==> src/rtl/sys_feeder.sv <==
// sys_feeder: holds one operand tile and streams it diagonally skewed into an
// output-stationary systolic array after a one-cycle array clear.
module sys_feeder #(
    parameter int DEP  = 8,
    parameter int ROW  = 2,
    parameter int COL  = 2,
    parameter int KMAX = 4,
    localparam int MX   = (ROW > COL) ? ROW : COL,
    localparam int LW   = (MX > 1) ? $clog2(MX) : 1,
    localparam int KW   = (KMAX > 1) ? $clog2(KMAX) : 1,
    localparam int LENW = $clog2(KMAX + 1),
    localparam int TW   = $clog2(KMAX + MX + ROW + COL)
) (
    input  logic            clk,
    input  logic            rst,
    input  logic            wr_en,
    input  logic            wr_sel,
    input  logic [LW-1:0]   wr_lane,
    input  logic [KW-1:0]   wr_k,
    input  logic [DEP-1:0]  wr_data,
    input  logic            start,
    input  logic [LENW-1:0] k_len,
    output logic            busy,
    output logic            done,
    output logic            err,
    output logic [DEP-1:0]  x_out [0:COL-1],
    output logic [DEP-1:0]  w_out [0:ROW-1],
    output logic            arr_rst
);
    typedef enum logic [2:0] {S_IDLE, S_CLEAR, S_STREAM, S_DRAIN, S_FIN} state_t;

    state_t          r_state;
    logic [DEP-1:0]  r_x [COL][KMAX];
    logic [DEP-1:0]  r_w [ROW][KMAX];
    logic [LENW-1:0] r_k;
    logic [TW-1:0]   r_t;
    logic            r_busy, r_done, r_err, r_clr;
    logic [DEP-1:0]  r_xo [COL];
    logic [DEP-1:0]  r_wo [ROW];

    logic [TW-1:0]   w_n, w_s_last, w_d_last;
    logic [DEP-1:0]  w_xn [COL];
    logic [DEP-1:0]  w_wn [ROW];
    logic            w_kok, w_wr;

    // w_n is the stream index the outputs will carry after the next edge
    assign w_n      = (r_state == S_CLEAR) ? '0 : r_t + 1'b1;
    assign w_s_last = TW'(int'(r_k) + MX - 2);
    assign w_d_last = TW'(ROW + COL - 2);
    assign w_kok    = (k_len != '0) && (int'(k_len) <= KMAX);
    assign w_wr     = wr_en && (r_state == S_IDLE) && (int'(wr_k) < KMAX) &&
                      (int'(wr_lane) < (wr_sel ? ROW : COL));

    always_comb begin
        for (int j = 0; j < COL; j++)
            w_xn[j] = (int'(w_n) >= j && int'(w_n) - j < int'(r_k)) ? r_x[j][KW'(int'(w_n) - j)] : '0;
        for (int i = 0; i < ROW; i++)
            w_wn[i] = (int'(w_n) >= i && int'(w_n) - i < int'(r_k)) ? r_w[i][KW'(int'(w_n) - i)] : '0;
    end

    always_ff @(posedge clk or posedge rst) begin
        if (rst) begin
            r_state <= S_IDLE;
            r_x     <= '{default: '0};
            r_w     <= '{default: '0};
            r_k     <= '0;
            r_t     <= '0;
            r_busy  <= 1'b0;
            r_done  <= 1'b0;
            r_err   <= 1'b0;
            r_clr   <= 1'b0;
            r_xo    <= '{default: '0};
            r_wo    <= '{default: '0};
        end else begin
            r_err <= 1'b0;
            if (w_wr && wr_sel)
                r_w[wr_lane][wr_k] <= wr_data;
            if (w_wr && !wr_sel)
                r_x[wr_lane][wr_k] <= wr_data;
            case (r_state)
                S_IDLE: begin
                    if (start && w_kok) begin
                        r_state <= S_CLEAR;
                        r_k     <= k_len;
                        r_clr   <= 1'b1;
                        r_busy  <= 1'b1;
                    end else if (start) begin
                        r_err <= 1'b1;
                    end
                end
                S_CLEAR: begin
                    r_state <= S_STREAM;
                    r_t     <= '0;
                    r_clr   <= 1'b0;
                    r_xo    <= w_xn;
                    r_wo    <= w_wn;
                end
                S_STREAM: begin
                    if (r_t == w_s_last) begin
                        r_state <= S_DRAIN;
                        r_t     <= '0;
                        r_xo    <= '{default: '0};
                        r_wo    <= '{default: '0};
                    end else begin
                        r_t  <= r_t + 1'b1;
                        r_xo <= w_xn;
                        r_wo <= w_wn;
                    end
                end
                S_DRAIN: begin
                    if (r_t == w_d_last) begin
                        r_state <= S_FIN;
                        r_t     <= '0;
                        r_busy  <= 1'b0;
                        r_done  <= 1'b1;
                    end else begin
                        r_t <= r_t + 1'b1;
                    end
                end
                S_FIN: begin
                    r_state <= S_IDLE;
                    r_done  <= 1'b0;
                end
                default: r_state <= S_IDLE;
            endcase
        end
    end

    assign busy    = r_busy;
    assign done    = r_done;
    assign err     = r_err;
    assign x_out   = r_xo;
    assign w_out   = r_wo;
    assign arr_rst = rst | r_clr;
endmodule

==> config.mk <==
export PLATFORM = sky130hd
export DESIGN_NAME = sys_feeder
export DESIGN_NICKNAME = d
export VERILOG_FILES = /design/src/rtl/sys_feeder.sv
export SDC_FILE = /design/constraint.sdc
export NUM_CORES = 1
export LEC_CHECK = 0
export CAP_MARGIN = 20
export CELL_PAD_IN_SITES_DETAIL_PLACEMENT = 1
export CELL_PAD_IN_SITES_GLOBAL_PLACEMENT = 1
export CORE_MARGIN = 4
export CORE_UTILIZATION = 44
export CTS_CLUSTER_DIAMETER = 80
export DETAILED_ROUTE_END_ITERATION = 10
export GPL_TIMING_DRIVEN = 0
export MAX_ROUTING_LAYER = met4
export PLACE_DENSITY = 0.77
export SLEW_MARGIN = 20
export SYNTH_ARGS = -nofsm -noshare
export SYNTH_HDL_FRONTEND = slang
export SYNTH_SLANG_ARGS = --single-unit
==> constraint.sdc <==
create_clock -name clk -period 5.4 [get_ports clk]
set_input_delay 0.81 -clock clk [delete_from_list [all_inputs] [get_ports clk]]
set_output_delay 0.81 -clock clk [all_outputs]
set_load 0.02 [all_outputs]
==> results.cfg, run 1 <==
[critical_path]
rrSetupSlack_ns = 0.93
critPathMaxFanout = 10
reg2reg_to = x_out[2]
reg2reg_depth = 13
crit_buf_inv = 7
critPathLaunch = r_t[0]
crit_chain = buf_2, inv_1, ha_1, clkbuf_1, nor2_1, buf_2, inv_1, ha_1, clkbuf_1, clkbuf_1, mux4_2, nand2_1, o21ai_0
max_stage_delay_ns = 0.66
critPathCaptureType = flop
cp.depth = 13
crit_type = flop to flop
timing.rr.start = r_t[0]
slowest_stage = clkbuf_1
path_delay_family = buffers and inverters
worst_ep_required_time_ns = 5.70
start_kind = flop
cpMostUsedCell = clkbuf_1
crit_arrival_ns = 4.77

[yosys]
synth_edf_count = 0
ys_types = 53
ys_seq_area_frac = 0.5430
syn_area_um2 = 8019
synth_cells = 629
synth-seq-cells = 174
async_flop_share = 1.000
syn-num-nets = 655
ys_warn_count = 0
syn_avg_cell_area_um2 = 12.75
synth_top_flop_cell = dfrtp_1

[min_path]
min_from = r_clr
hold_class = flop to flop
hold_depth = 2
holdPathEnd = r_clr

[clocking]
clk_pin_slew_ns = 0.07
clock_latency_ns = 0.43
cts_setup_buffers = 0
ctsLongestPathBuffers = 2
cts_tree = done
clock_sinks = 174
ctsHoldBuffers = 0
cts_resized = 0
cts_made_buffers = 17
cts-root-buf = clkbuf_16
htree_levels = 4

[sta]
fin_tns_setup_ns = 0
fin_crit_ns = 4.475
finalCritPeriodShare = 0.8287
layout_setup_ws_ns = 0.9253
drv_slew = 0
rsz0062_at_grt = false
worst_pin_slew_ns = 0.8455
clock.fmax_ghz = 0.2235
hold_viol_final = 0
skew_ns = 0.008017
setup_violations = 0
slew-limit-headroom = 0.4353

[drt]
dr.pass1.iters = 4
vias_per_cell = 5.673
drtAntennaViolNets = 0
routedWlPerCell_um = 22.63
drc = 0
dr_total_vias = 5384
drt_iter0_drc = 247
totalWireLength_um = 21480

[die]
initial_core_util = 0.4464
dieArea_um2 = 20450
boundaryPins = 55
rows = 49
fp.dieH_um = 143
die_w_um = 143
core_area_um2 = 17960

[global_routing]
grt_antenna_before_repair = 0
grt_pass1_vias = 6015
grtUsageMet2 = 0.3769
grt_max_degree = 36
use_met1 = 0.2904
use_met3 = 0.03818
grt_usage = 0.2283
busiest_layer = met2
grt_pass1_wl_um = 34400
grt-ovfl-total = 0

[final_layout]
fin_area_um2 = 9503
nFillCells = 1843
area_growth_pct = 18.51
multiInputGateArea_um2 = 3441
drive_above_1_share = 0.3000
instances_no_fill = 949
final_common_cell = dfrtp_1
final_cell_mix = dfrtp_1 (174), mux2_2 (138), nand2_1 (58)
seqCellArea_um2 = 4354
num_antenna_cells = 0
layout.nets = 733

[pwr]
ir_drop_mv = 0.2371
power_density_nw_per_um2 = 607.2
power.static_leakage_uw = 0.004357

[place]
placed_area_um2 = 8950
portBuffers = 54
dp_slack_ns = 0.9080
place_inst = 917
dpl.hpwl_um = 15110
globalplace.congestion = 0.8062

[outcome]
status = finished, final reports clean

[job]
drv_cap = 0
## worst max path at each step
stage / end / slack [ns]
finish: x_out[2] / 0.93
global route: x_out[2] / 0.61
CTS: x_out[2] / 0.88
detailed placement: x_out[2] / 0.91
global placement: x_out[2] / 1.01
floorplan: x_out[0] / 1.88
## synth_stat cells, types with 3 or more instances
library cell | n | area (um2)
mux2_2 | 138 | 1554
buf_4 | 5 | 37.54
o21ai_0 | 34 | 170.2
ha_1 | 7 | 87.58
o22ai_1 | 7 | 43.79
clkbuf_1 | 23 | 86.33
nor3_1 | 11 | 55.05
dfrtp_1 | 174 | 4354
mux4_2 | 16 | 360.4
nor2_1 | 27 | 101.4
nand2_1 | 58 | 217.7
a21oi_1 | 18 | 90.09
nor2b_1 | 14 | 87.58
xor2_1 | 4 | 35.03
a22o_1 | 7 | 61.31
xnor2_1 | 5 | 43.79
nand3_1 | 3 | 15.01
a211oi_1 | 3 | 22.52
mux2i_1 | 8 | 80.08
inv_1 | 12 | 45.04
a32o_1 | 9 | 90.09
buf_2 | 8 | 40.04
## registers in the layout (all words and copies together), names as in the netlist
name     count
r_w         64
r_x         64
w_out       16
x_out       16
r_t          4
r_k          3
r_state      3
busy         1
done         1
err          1
r_clr        1
## area by class of cell
type                            instances  area share
Sequential cell                       174      0.4582
Multi-Input combinational cell        405      0.3621
Inverter                               12    0.005135
Timing Repair Buffer                   59     0.06741
Clock inverter                          9    0.008953
Buffer                                 38     0.01883
Tap cell                              229     0.03015
Clock buffer                           23     0.04924
## worst min-delay path, stage by stage (launching register included)
cell and delay, ns:
dfrtp_1 0.34, nand2_1 0.05, nand2_1 0.05
## logic make-up (layout without fill, tap and decap cells)
logic type / after synthesis / count (layout) / share of synthesized area
flip-flops: 174 / 174 / 0.5430
multiplexers: 162 / 162 / 0.2487
AND/OR/NAND/NOR: 135 / 135 / 0.08551
AO/OA/AOI/OAI: 92 / 92 / 0.07412
buffers and inverters: 50 / 141 / 0.02793
XOR/XNOR: 9 / 9 / 0.009829
adder cells (fa/ha/maj): 7 / 7 / 0.01092
## report_power, final
group / leakage, uW / internal [uW] / total, uW / switching (uW)
Clock: 0.000275 / 660 / 1170 / 507
Combinational: 0.00175 / 1150 / 2670 / 1510
Sequential: 0.00233 / 1700 / 1940 / 238
Total: 0.00436 / 3510 / 5770 / 2260
## layer usage
| metal | wire (um) | vias to the layer above | part of all wire |
|---|---|---|---|
| met4 | 428 | 0 | 0.020 |
| met3 | 837 | 25 | 0.039 |
| met5 | 0 | - | 0 |
| li1 | - | 2419 | - |
| met1 | 9192 | 2846 | 0.43 |
| met2 | 11020 | 94 | 0.51 |
## through the flow
stage / util / hold slack, ns / power (uW)
global route: 0.5290 / 0.5194 / 6143
CTS: 0.5290 / 0.4862 / 5805
global placement: 0.4927 / 0.4647 / 4467
floorplan: - / 0.4394 / 3718
detailed placement: 0.4982 / 0.4719 / 4630
finish: 0.5290 / 0.4783 / 5770
No activity file was read; power rests on OpenSTA's default activity.
==> inputs of run 2 (changes only) <==
Clock period 5.4 ns to 3.6 ns, I/O delays scaled along.
==> results.cfg, run 2 (synthesized netlist as in run 1, its figures left out) <==
[pwr]
p_sw_uw = 3539
finalPower_uw = 9054
comb_power_share = 0.485
p_sw_frac = 0.3909
ir_drop_mv = 0.3568
p_seq_frac = 0.321
power_density_nw_per_um2 = 936.9
clkPwrFrac = 0.193
p_int_uw = 5515
power.static_leakage_uw = 0.004422

[sta]
drv_slew = 0
hold_ws_ns = 0.4788
slew-limit-headroom = 0.4964
skew_ns = 0.008372
fin_crit_ns = 3.438
worst_pin_slew_ns = 0.7513
setup_violations = 0
finalCritPeriodShare = 0.9550
hold_viol_final = 0
rsz0062_at_grt = false
clock.fmax_ghz = 0.2909

[die]
rows = 49
initial_core_util = 0.4464
fp.dieH_um = 143
core_area_um2 = 17960
boundaryPins = 55
dieArea_um2 = 20450
die_w_um = 143

[critical_path]
crit_type = flop to flop
start_kind = flop
critPathCaptureType = flop
critPathMaxFanout = 10
crit_arrival_ns = 3.74
crit_chain = clkbuf_4, inv_2, ha_4, clkbuf_4, nor2_4, buf_6, inv_1, ha_1, ha_1, nand2_1, o2111ai_4, nor2_1, a211oi_4, buf_4, buf_4, o21ai_0
worst_ep_required_time_ns = 3.90
slowest_stage = dfrtp_1
max_stage_delay_ns = 0.39

[global_routing]
grt_antenna_before_repair = 0
grt_pass1_wl_um = 34620
busiest_layer = met2
grt_max_degree = 36
grtUsageMet2 = 0.3825
grt_pass1_vias = 6046
use_met3 = 0.03717
grt-ovfl-total = 0
grt_usage = 0.2298
use_met1 = 0.2937

[clocking]
clk_pin_slew_ns = 0.07
ctsHoldBuffers = 0
clock_sinks = 174
ctsLongestPathBuffers = 2
htree_levels = 4
cts-root-buf = clkbuf_16
clock_latency_ns = 0.43
cts_made_buffers = 17
cts_tree = done

[drt]
vias_per_cell = 5.755
drc = 0
dr.pass1.iters = 4
totalWireLength_um = 21780
drtAntennaViolNets = 0
dr_total_vias = 5502
routedWlPerCell_um = 22.79
drt_iter0_drc = 247

[place]
globalplace.congestion = 0.8062
portBuffers = 54
placed_area_um2 = 8950
dpl.hpwl_um = 15110

[final_layout]
fin_area_um2 = 9663
area_growth_pct = 20.50
final_cell_mix = dfrtp_1 (174), mux2_2 (138), nand2_1 (58)
num_antenna_cells = 0
drive_above_1_share = 0.3205
largestRegisters = r_w (64), r_x (64)
layout.nets = 740
final_common_cell = dfrtp_1

[outcome]
status = finished, final reports clean

[job]
drv_cap = 0

[min_path]
hold_class = flop to flop
[run 2: changes by cell type in the layout (fill, tap and decap cells not counted), sizes merged]
cell and change:
buf +5, clkbuf +2
[run 2: path summary, 6_finish.rpt]
kind,startpoint,to,slack (ns),cells past startpoint
worst max-delay path,r_t[0],x_out[2],0.16,16
worst min-delay path,r_clr,r_clr,0.48,2
worst max register to register,r_t[0],x_out[2],0.16,16
worst min register to register,r_clr,r_clr,0.48,2
max in group asynchronous,rst,r_w[17],2.05,5
min in group asynchronous,rst,busy,0.51,2
[run 2: repair_timing]
| item | CTS | global route |
|---|---|---|
| setup buffers | 3 | 4 |
| gates resized for setup | 17 | 6 |
| endpoints found under the setup margin | 26 | 25 |
| pin swaps | 2 | 1 |
| gates cloned | 0 | 0 |
[run 2: layer usage]
layer / share of wire / vias up / routed length [um]
met5: 0 / - / 0
met4: 0.017 / 0 / 379
met3: 0.034 / 29 / 751
met2: 0.52 / 125 / 11310
met1: 0.43 / 2913 / 9346
li1: - / 2435 / -
[run 2: through the flow]
stage	std cells	setup WS (ns)	utilization	setup TNS [ns]
4_1_cts	952	0.03317	0.5344	0
3_5_place_dp	917	-0.8920	0.4982	-13.07
3_3_place_gp	912	-0.7908	0.4927	-94.56
5_1_grt	956	0.003611	0.5379	0
6_report	956	0.1619	0.5379	0
2_1_floorplan	629	0.07574	-	0
[run 2: power groups by stage]
stage	clock network [uW]	registers [uW]	logic (uW)
finish	1750	2910	4400
global route	1860	2970	4780
CTS	1770	2910	4290
detailed placement	0	2930	4010
global placement	0	2870	3830
floorplan	0	2950	2630
[run 2: worst max-delay path: cells and delay by family (launching register included)]
kind / cells / cell delay [ns]
adders and majority gates: 3 / 0.85
AOI/OAI and AO/OA: 3 / 0.62
and+or+nand+nor: 3 / 0.36
DFF: 1 / 0.39
buffers and inverters: 7 / 1.09
[run 2: area by class of cell]
cell class              instances  area (um2)
fillers                      1838        8300
flip-flops and latches        174        4354
multi-input cells             405        3516
repair buffers                 66       705.7
clock buffers                  23       467.9
well taps                     229       286.5
plain buffers                  38       198.9
clock inverters                 9       85.08
inverters                      12       48.80
==> inputs of run 3 (changes only) <==
Settings changed: ABC_CLOCK_PERIOD_IN_PS from default to 3600, CORE_ASPECT_RATIO from default to 0.9, CORE_MARGIN 4 to default.
==> results.cfg, run 3 (synthesized netlist as in run 1, its figures left out) <==
[global_routing]
grt-ovfl-total = 0
grt_pass1_vias = 6014
grt_pass1_wl_um = 34830
grt_usage = 0.2648
grt_max_degree = 35
grt_antenna_before_repair = 0

[final_layout]
drive_above_1_share = 0.3228
largestRegisters = r_w (64), r_x (64)
area_growth_pct = 21.36
layout.nets = 738
num_antenna_cells = 0
final_cell_mix = dfrtp_1 (174), mux2_2 (138), nand2_1 (58)
final_common_cell = dfrtp_1
instances_no_fill = 965
fin_util = 0.5490

[die]
initial_core_util = 0.4524
core_area_um2 = 17730
rows = 46
die_w_um = 144.3
dieArea_um2 = 18770
boundaryPins = 55
fp.dieH_um = 130.1

[clocking]
ctsLongestPathBuffers = 2
clock_sinks = 174
ctsHoldBuffers = 0
cts-root-buf = clkbuf_16
clock_latency_ns = 0.43
htree_levels = 4
cts_tree = done
clk_pin_slew_ns = 0.06
cts_made_buffers = 17

[pwr]
p_int_uw = 5765
p_sw_uw = 3520
comb_power_share = 0.466
p_sw_frac = 0.3791
p_seq_frac = 0.314
power.static_leakage_uw = 0.004454
power_density_nw_per_um2 = 954.1
clkPwrFrac = 0.219
ir_drop_mv = 0.4937

[drt]
drtAntennaViolNets = 0
routedWlPerCell_um = 22.86
totalWireLength_um = 22060
dr_total_vias = 5508
dr.pass1.iters = 5
drc = 0
drt_iter0_drc = 255
vias_per_cell = 5.708

[outcome]
status = finished, final reports clean

[job]
drv_cap = 0

[sta]
hold_ws_ns = 0.4763
clock.fmax_ghz = 0.2890
setup_violations = 0
finalCritPeriodShare = 0.9612
slew-limit-headroom = 0.4597
hold_viol_final = 0
rsz0062_at_grt = false
skew_ns = 0.008640
layout_setup_ws_ns = 0.1397
drv_slew = 0
worst_pin_slew_ns = 0.8061
fin_crit_ns = 3.460

[critical_path]
crit_arrival_ns = 3.75
critPathMaxFanout = 10
worst_ep_required_time_ns = 3.89
start_kind = flop
crit_type = flop to flop
critPathCaptureType = flop
rrSetupSlack_ns = 0.14

[place]
globalplace.congestion = 0.8096
dp_slack_ns = -0.9312
dpl.hpwl_um = 14760
place_inst = 928
portBuffers = 54

[min_path]
hold_class = flop to flop
-- run 3: routing by layer --
metal	routed length, um	GRT usage
met3	883	0.04330
met5	0	-
met2	11530	0.4412
met4	225	0.08111
met1	9426	0.3320
-- run 3: repair_timing --
action | in CTS | in global routing
setup endpoints to repair | 26 | 26
pin swaps | 2 | 2
resized for setup | 18 | 4
setup buffers | 2 | 3
-- run 3: path summary, 6_finish.rpt --
check | startpoint | endpoint | cells after the start
hold / removal | w_out[3] | w_out[3] | 2
min in group asynchronous | rst | done | 2
setup / recovery | r_state[0] | w_out[0] | 13
max in group asynchronous | rst | r_w[2] | 5
hold reg to reg | w_out[3] | w_out[3] | 2
setup reg to reg | r_state[0] | w_out[0] | 13
-- run 3: final cells by class --
cell class	count	area, um2
sequential	174	4354
clock buffer	23	508.0
timing repair buffer	64	681.9
fill	1850	7995
multi-input combinational	405	3477
inverter	12	48.80
tap	240	300.3
clock inverter	9	153.9
buffer	38	207.7
-- run 3: power by group through the flow --
stage          clock (uW)  sequential (uW)  combinational, uW
2_1_floorplan           0             2950               2630
3_3_place_gp            0             2870               3810
3_5_place_dp            0             2920               4000
4_1_cts              2070             2910               4270
5_1_grt              2140             2980               4700
6_report             2030             2920               4330
-- run 3: worst max-delay path: stages, from the launching register on --
cell and delay, ns:
dfrtp_1 0.42, buf_6 0.17, nor3b_4 0.49, nor2_4 0.07
buf_4 0.21, buf_4 0.20, ha_1 0.37, ha_1 0.31
nand2_1 0.06, o2111ai_2 0.22, nor2_1 0.10, a211oi_4 0.37
buf_6 0.20, o21ai_0 0.11
-- run 3: stage by stage --
stage / TNS (ns) / area (um2) / total power, uW
finish: 0 / 9732 / 9285
global placement: -92.56 / 8864 / 6677
floorplan: 0 / 8023 / 5577
global route: 0 / 9732 / 9821
detailed placement: -14.45 / 8964 / 6922
CTS: 0 / 9702 / 9251
